<file path="src/rtl/decoder_scan_sequencer_pkg.sv">
// Shared types and sizing for the decoder scan sequencer and its helpers.
package scan_pkg;

  localparam int SCAN_N     = 4;
  localparam int SCAN_LINES = 2 ** SCAN_N;

  typedef enum logic [1:0] {
    ST_IDLE,
    ST_SEEK,
    ST_DWELL,
    ST_BLANK
  } scan_state_t;

endpackage

</file>
<file path="src/rtl/decoder_scan_sequencer_mask_priority_search.sv">
// Combinational search for the lowest set mask bit at or above a start pointer.
// A pointer of 2**N (one past the top line) always reports not found.
module mask_priority_search #(
  parameter int N = 4
) (
  input  logic [2**N-1:0] mask,
  input  logic [N:0]      ptr,
  output logic            found,
  output logic [N-1:0]    index
);

  always_comb begin
    found = 1'b0;
    index = '0;
    // Descending scan so the lowest qualifying index is the last one written.
    for (int i = 2**N - 1; i >= 0; i--) begin
      if (mask[i] && ((N+1)'(i) >= ptr)) begin
        found = 1'b1;
        index = N'(i);
      end
    end
  end

endmodule

</file>
<file path="src/rtl/decoder_scan_sequencer.sv">
// Walks a 4-to-16 decoder one enabled line at a time: dwell+1 cycles with en
// high per line, then BLANK+1 cycles with en low before the next line.
//
// Handshake: start is a one-cycle request accepted only in IDLE with a
// non-zero line_mask; stop aborts from any state and wins over start.
module decoder_scan_sequencer
  import scan_pkg::*;
#(
  parameter int N     = SCAN_N,
  parameter int DIV_W = 16,
  parameter int BLANK = 2
) (
  input  logic             clk,
  input  logic             reset,
  input  logic             start,
  input  logic             stop,
  input  logic             continuous,
  input  logic [DIV_W-1:0] dwell,
  input  logic [2**N-1:0]  line_mask,
  output logic [N-1:0]     sel,
  output logic             en,
  output logic             busy,
  output logic             line_done,
  output logic             frame_done,
  output logic [1:0]       dbg_state
);

  localparam logic [DIV_W-1:0] BLANK_LAST = (BLANK > 0) ? DIV_W'(BLANK - 1) : '0;

  scan_state_t      state;
  logic [2**N-1:0]  mask_q;
  logic [DIV_W-1:0] dwell_q;
  logic [DIV_W-1:0] cnt;
  logic             cont_q;
  logic             last_q;
  logic [N:0]       ptr;
  logic             found;
  logic [N-1:0]     idx;
  logic             relatch;

  assign dbg_state = state;
  assign relatch   = cont_q && (line_mask != '0);

  // While a line dwells, ptr already points past it, so !found means this
  // line is the last enabled one of the frame.
  mask_priority_search #(.N(N)) u_search (
    .mask  (mask_q),
    .ptr   (ptr),
    .found (found),
    .index (idx)
  );

  always_ff @(posedge clk) begin
    if (reset) begin
      state      <= ST_IDLE;
      sel        <= '0;
      en         <= 1'b0;
      busy       <= 1'b0;
      line_done  <= 1'b0;
      frame_done <= 1'b0;
      ptr        <= '0;
      cnt        <= '0;
      mask_q     <= '0;
      dwell_q    <= '0;
      cont_q     <= 1'b0;
      last_q     <= 1'b0;
    end else begin
      line_done  <= 1'b0;
      frame_done <= 1'b0;
      if (stop) begin
        state <= ST_IDLE;
        sel   <= '0;
        en    <= 1'b0;
        busy  <= 1'b0;
      end else begin
        case (state)
          ST_IDLE: begin
            if (start && (line_mask != '0)) begin
              mask_q  <= line_mask;
              dwell_q <= dwell;
              cont_q  <= continuous;
              ptr     <= '0;
              busy    <= 1'b1;
              state   <= ST_SEEK;
            end
          end
          ST_SEEK: begin
            if (found) begin
              sel   <= idx;
              ptr   <= {1'b0, idx} + (N+1)'(1);
              cnt   <= '0;
              en    <= 1'b1;
              state <= ST_DWELL;
            end else begin
              frame_done <= 1'b1;
              if (relatch) begin
                mask_q <= line_mask;
                ptr    <= '0;
              end else begin
                state <= ST_IDLE;
                sel   <= '0;
                busy  <= 1'b0;
              end
            end
          end
          ST_DWELL: begin
            if (cnt == dwell_q) begin
              en         <= 1'b0;
              line_done  <= 1'b1;
              frame_done <= !found;
              last_q     <= !found;
              cnt        <= '0;
              if (BLANK > 0) begin
                state <= ST_BLANK;
              end else if (found) begin
                state <= ST_SEEK;
              end else if (relatch) begin
                mask_q <= line_mask;
                ptr    <= '0;
                state  <= ST_SEEK;
              end else begin
                state <= ST_IDLE;
                sel   <= '0;
                busy  <= 1'b0;
              end
            end else begin
              cnt <= cnt + 1'b1;
            end
          end
          ST_BLANK: begin
            if (cnt == BLANK_LAST) begin
              if (!last_q) begin
                state <= ST_SEEK;
              end else if (relatch) begin
                mask_q <= line_mask;
                ptr    <= '0;
                state  <= ST_SEEK;
              end else begin
                state <= ST_IDLE;
                sel   <= '0;
                busy  <= 1'b0;
              end
            end else begin
              cnt <= cnt + 1'b1;
            end
          end
          default: state <= ST_IDLE;
        endcase
      end
    end
  end

endmodule

</file>
<file path="config.mk">
export PLATFORM = sky130hd
export DESIGN_NAME = decoder_scan_sequencer
export DESIGN_NICKNAME = d
export VERILOG_FILES = /design/src/rtl/decoder_scan_sequencer_pkg.sv /design/src/rtl/decoder_scan_sequencer_mask_priority_search.sv /design/src/rtl/decoder_scan_sequencer.sv
export SDC_FILE = /design/constraint.sdc
export NUM_CORES = 1
export LEC_CHECK = 0
export CAP_MARGIN = 10
export CORE_MARGIN = 2
export CORE_UTILIZATION = 33
export CTS_CLUSTER_DIAMETER = 120
export DETAILED_ROUTE_END_ITERATION = 8
export PLACE_DENSITY_LB_ADDON = 0.2
export SLEW_MARGIN = 25
export SYNTH_ARGS = -nofsm -noshare
export SYNTH_HDL_FRONTEND = slang
export SYNTH_SLANG_ARGS = --single-unit
</file>
<file path="constraint.sdc">
create_clock -name clk -period 6.45 [get_ports clk]
set_clock_uncertainty 0.2 [all_clocks]
set_input_delay 0.9675 -clock clk [delete_from_list [all_inputs] [get_ports clk]]
set_output_delay 0.9675 -clock clk [all_outputs]
set_load 0.005 [all_outputs]
</file>
==> impl_metrics.ini, run 1 <==
[status]
status = finished, final reports clean

[sta]
rsz0062_at_grt = false
finalCriticalPeriod_ns = 3.650
setup_viol = 0
drv_slew = 0
slew-limit-headroom_pct = 37.81
final-hold-violation-count = 0
worstMarginPinSlew_ns = 0.9209
tns_ns = 0
timing.final.crit_share_pct = 56.58
fmax_mhz = 274.0

[worst_setup_path]
start_kind = register
cp.required_ns = 6.49
rrSetupSlack_ns = 2.80
crit_fanout = 16
worstSetupEndpointType = register
critical_path_class = reg2reg
rr_endpoint = cnt[1]
r2r_cells = 7
r2r-start = ptr[1]
worstPathArrival_ns = 3.69

[synthesis]
synth_cell_types = 63
ys_async_sr_fraction_pct = 0
yosysTopAreaCellShare_pct = 34.60
synth_nets = 478
synth_seq_cells = 65
yosys_warnings = 0
synth_edf_count = 0
ys_seq_area_share_pct = 34.60
synth_ff_type = dfxtp_1
synth_area_leader_cell = dfxtp_1
synth_area_um2 = 3761
synth.avg_cell_area_um2 = 8.686
synthTopCellsByArea = dfxtp_1 (35%), mux2i_1 (9.0%), xnor2_1 (7.0%)
syn_inst = 433

[run]
max-cap-violations = 0

[power_and_ir_drop]
leakage_uw = 0.001640
ir_drop_mv = 0.1366
power_uw = 1089
pwr_density_cell_nw_per_um2 = 237.6
power.internal_uw = 801.8
pwr-share-clk_pct = 45.1
netSwitchingPower_uw = 287.1
swShare_pct = 26.37
p_seq_share_pct = 39.5
power_frac_comb_pct = 15.4

[route]
dr.pass1.iters = 6
routed_via_density = 5.189
ant_nets = 0
drc_errors = 0
drtIter0Drc = 182
wl_per_cell_um = 14.48
via_count = 3186
wl_mm = 8.888

[cts]
clockRootBuffer = clkbuf_16
numCtsBuffers = 9
clk_latency_ns = 0.33
cts_setup_buffers = 0
postCtsHoldBufs = 0
clkTransAtPathRegs_ns = 0.06
clock-sinks = 65
clk_path_buf_depth = 2
h-tree-depth = 3
ctsResizeCount = 0
cts_tree = built

[final_layout]
final_common_cell = dfxtp_1
drive_gt1_share_pct = 7.595
n_antenna_cell = 0
final_cell_mix = dfxtp_1 (65), nor2_1 (57), clkdlybuf4s50_1 (46)
area_growth_syn_to_layout_pct = 21.86
fin_util_pct = 41.73
fin_area_um2 = 4583
fillers = 1113
nNetsFinal = 514

[min_path]
holdPathEnd = mask_q[9]
hp-start = mask_q[9]
worstHoldPathCells = 2
min_path_type = reg2reg

[global_route]
grt_pass1_vias = 3156
antenna_found_initial = 0
grt_use_total_pct = 15.02
grt_pass1_wl_mm = 15.21
grt-ovfl-total = 0
grt_max_degree = 40

[placement]
gp_congestion = 0.8262
place_area_um2 = 4280
io_buffer_count = 46
dpl.hpwl_mm = 6.673

[floorplan]
start_util_pct = 34.24
die_area_um2 = 12270
die_h_um = 110.8
core_area_um2 = 10980
die_w_um = 110.8
io_pins = 47
row_count = 38
## registers in the layout, summed over array words and instances (netlist names), 4 cells and up, named ones only
name and count:
cnt 16, mask_q 16, ptr 5, dwell_q 16, sel 4
## layout make-up
class | instances | area, um^2 | area share (%)
timing repair buffer | 47 | 467.9 | 10.21
tap | 140 | 175.2 | 3.822
clock buffer | 9 | 225.2 | 4.914
clock inverter | 7 | 77.57 | 1.693
sequential | 65 | 1301 | 28.39
inverter | 11 | 41.29 | 0.9009
multi-input combinational | 335 | 2295 | 50.07
## metrics by stage
stage / hold slack (ns) / worst slack (ns) / cells
after detailed placement: 0.2716 / 2.703 / 598
after global routing: 0.3000 / 2.433 / 614
after CTS: 0.2822 / 2.796 / 614
after global placement: 0.2658 / 2.747 / 598
final: 0.2766 / 2.800 / 614
after floorplan: 0.2441 / 3.516 / 433
## worst max path at each step
stage                             to  cells past startpoint  slack, ns           from
after detailed placement   mask_q[1]                      7       2.70   line_mask[2]
after floorplan               cont_q                      7       3.52  line_mask[11]
after global routing          cnt[1]                      7       2.43         ptr[1]
after CTS                     cnt[1]                      7       2.80         ptr[1]
final                         cnt[1]                      7       2.80         ptr[1]
after global placement    mask_q[12]                      7       2.75   line_mask[2]
## synth_stat cells, types with 2 or more instances
master / n
dfxtp_1: 65
nor2_1: 57
nand2b_1: 37
mux2i_1: 34
xnor2_1: 30
nand3_1: 16
nand2_1: 15
o21ai_0: 13
clkbuf_1: 12
nor3_1: 12
inv_1: 11
nand4_1: 10
nor4_1: 10
a21oi_1: 9
ha_1: 8
nor2b_1: 7
a211oi_1: 5
buf_2: 5
a22oi_1: 4
a31oi_1: 4
or2_2: 4
or3_1: 4
a32oi_1: 3
and3_1: 3
and4_1: 3
nand3b_1: 3
nor3b_1: 3
o211ai_1: 3
or4_4: 3
a21boi_0: 2
a31o_2: 2
and2_1: 2
buf_6: 2
o21a_1: 2
o2bb2ai_1: 2
## worst max-delay path, stage by stage (launching register included)
cell	delay, ns
dfxtp_1	0.66
a21boi_0	0.26
o21ai_0	0.31
nand3_1	0.31
nor4_4	0.84
nor2_1	0.26
a21o_1	0.42
a211oi_1	0.28
## cell families after synthesis
family | Yosys count | share of synthesized area, %
muxes | 35 | 9.348
buffers and inverters | 33 | 4.391
AOI/OAI and AO/OA | 65 | 13.17
and+or+nand+nor | 196 | 28.61
adders and majority gates | 8 | 2.661
DFF | 65 | 34.60
xor gates and xnor gates | 31 | 7.219
## routing by layer
| layer | GRT usage [%] | wire [um] | vias to the layer above |
|---|---|---|---|
| met5 | 0 | 0 | - |
| met4 | 5.417 | 158 | 0 |
| met3 | 3.554 | 261 | 10 |
| met2 | 26.75 | 4488 | 47 |
| met1 | 17.50 | 3979 | 1507 |
| li1 | - | - | 1622 |
## power by group through the flow
stage,Clock (uW),Sequential [uW],Combinational (uW)
global route,521,432,185
CTS,504,430,169
detailed placement,0,439,168
global placement,0,439,167
finish,492,430,167
floorplan,0,434,121
Note: power is estimated with default switching activity, not from simulation.
==> inputs of run 2 (changes only) <==
Clock period 6.45 ns to 3.2 ns, I/O delays scaled along.
==> run 2 against run 1 <==
Clock power is 100% higher. Core utilization is 1.3 points higher. Power is 100% higher. Die area stayed put. Count of clock-buffer cells in the layout is 1 higher. Register-to-register slack worse by 2.6 ns. Critical path type unchanged. Critical endpoint is now mask_q[6].
==> impl_metrics.ini, run 2 (synthesized netlist as in run 1, its figures left out) <==
[sta]
rsz0062_at_grt = false
worstMarginPinSlew_ns = 0.6178
slew-limit-headroom_pct = 58.27
fmax_mhz = 329.1
final-hold-violation-count = 0
finalCriticalPeriod_ns = 3.038
timing.final.crit_share_pct = 94.94
tns_ns = 0
setup_viol = 0
drv_slew = 0

[status]
status = finished, final reports clean

[min_path]
min_path_type = reg2reg
hp-start = mask_q[13]
worstHoldPathCells = 2
holdPathEnd = mask_q[13]

[route]
wl_per_cell_um = 14.40
routed_via_density = 5.165
ant_nets = 0
dr.pass1.iters = 4
wl_mm = 9.085
drc_errors = 0
drtIter0Drc = 158
via_count = 3259

[worst_setup_path]
crit_fanout = 16
r2r-start = cnt[0]
rr_endpoint = mask_q[6]
critical_path_class = reg2reg
cp.required_ns = 3.26
start_kind = register
worstPathArrival_ns = 3.10
worstSetupEndpointType = register
r2r_cells = 8
rrSetupSlack_ns = 0.16

[cts]
clk_path_buf_depth = 2
clockRootBuffer = clkbuf_16
postCtsHoldBufs = 0
clock-sinks = 65
numCtsBuffers = 9
clkTransAtPathRegs_ns = 0.06
cts_setup_buffers = 0
ctsResizeCount = 0
h-tree-depth = 3
clk_latency_ns = 0.33
cts_tree = built

[global_route]
antenna_found_initial = 0
grt_pass1_vias = 3206
grt_max_degree = 40
grt-ovfl-total = 0
grt_pass1_wl_mm = 15.37
grt_use_total_pct = 15.24

[placement]
place_area_um2 = 4420
dp_cells = 615
gp_congestion = 0.8531
dpl.hpwl_mm = 6.832
io_buffer_count = 46

[power_and_ir_drop]
ir_drop_mv = 0.2572
pwr_density_cell_nw_per_um2 = 472.2
leakage_uw = 0.001735

[final_layout]
area_growth_syn_to_layout_pct = 25.65
final_cells = 631
n_antenna_cell = 0
reg_top3 = cnt x16, dwell_q x16, mask_q x16
final_common_cell = dfxtp_1
fin_area_um2 = 4726
nNetsFinal = 531
drive_gt1_share_pct = 10.79
final_cell_mix = dfxtp_1 (65), nor2_1 (57), clkdlybuf4s50_1 (46)

[floorplan]
die_w_um = 110.8
core_area_um2 = 10980
start_util_pct = 34.24
die_area_um2 = 12270
row_count = 38
io_pins = 47
die_h_um = 110.8

[run]
max-cap-violations = 0
-- run 2: changes by cell type in the layout (fill, tap and decap cells not counted) --
cell	before	now
buf_4	1	17
inv_6	2	1
buf_12	0	1
clkinvlp_4	1	0
clkbuf_8	0	1
clkinv_2	1	2
-- run 2: layout make-up --
cell class,count,area (um^2)
Fill cell,1072,6257
Multi-Input combinational cell,335,2295
Sequential cell,65,1301
Timing Repair Buffer,64,608.1
Clock buffer,10,239.0
Tap cell,140,175.2
Clock inverter,6,66.31
Inverter,11,41.29
-- run 2: layer usage --
metal / vias to the layer above / GRT usage [%] / wire length, um
met1: 1537 / 18.42 / 4113
met3: 14 / 3.499 / 244
li1: 1648 / - / -
met2: 60 / 26.71 / 4578
met4: 0 / 4.917 / 149
met5: - / 0 / 0
-- run 2: worst max path at each step --
stage	startpoint	to	slack (ns)	depth (start not counted)
after detailed placement	cnt[0]	mask_q[6]	0.19	8
after CTS	cnt[0]	mask_q[6]	0.16	8
final	cnt[0]	mask_q[6]	0.16	8
after global placement	cnt[0]	mask_q[0]	0.21	8
after floorplan	cnt[0]	mask_q[10]	0.40	9
after global routing	ptr[0]	ptr[4]	0.01	11
-- run 2: critical path, stage by stage, from the launching register on --
cell,delay (ns)
dfxtp_1,0.46
ha_1,0.18
or4b_1,0.48
or4_4,0.55
a221oi_4,0.27
and2b_4,0.25
o21a_1,0.19
buf_12,0.18
mux2i_1,0.20
-- run 2: through the flow --
step	total power, uW	worst slack, ns	hold slack [ns]	util [%]
final	2232	0.1618	0.2708	43.03
after global routing	2324	0.01244	0.3072	43.03
after CTS	2257	0.1551	0.2775	43.03
after detailed placement	1247	0.1892	0.2697	40.25
after global placement	1245	0.2130	0.2633	40.25
after floorplan	1118	0.3952	0.2441	-
-- run 2: where the power goes --
group          switching (uW)  leakage [uW]  internal, uW
combinational             176       0.00105           186
sequential               26.7      0.000528           840
clock                     377      0.000153           626
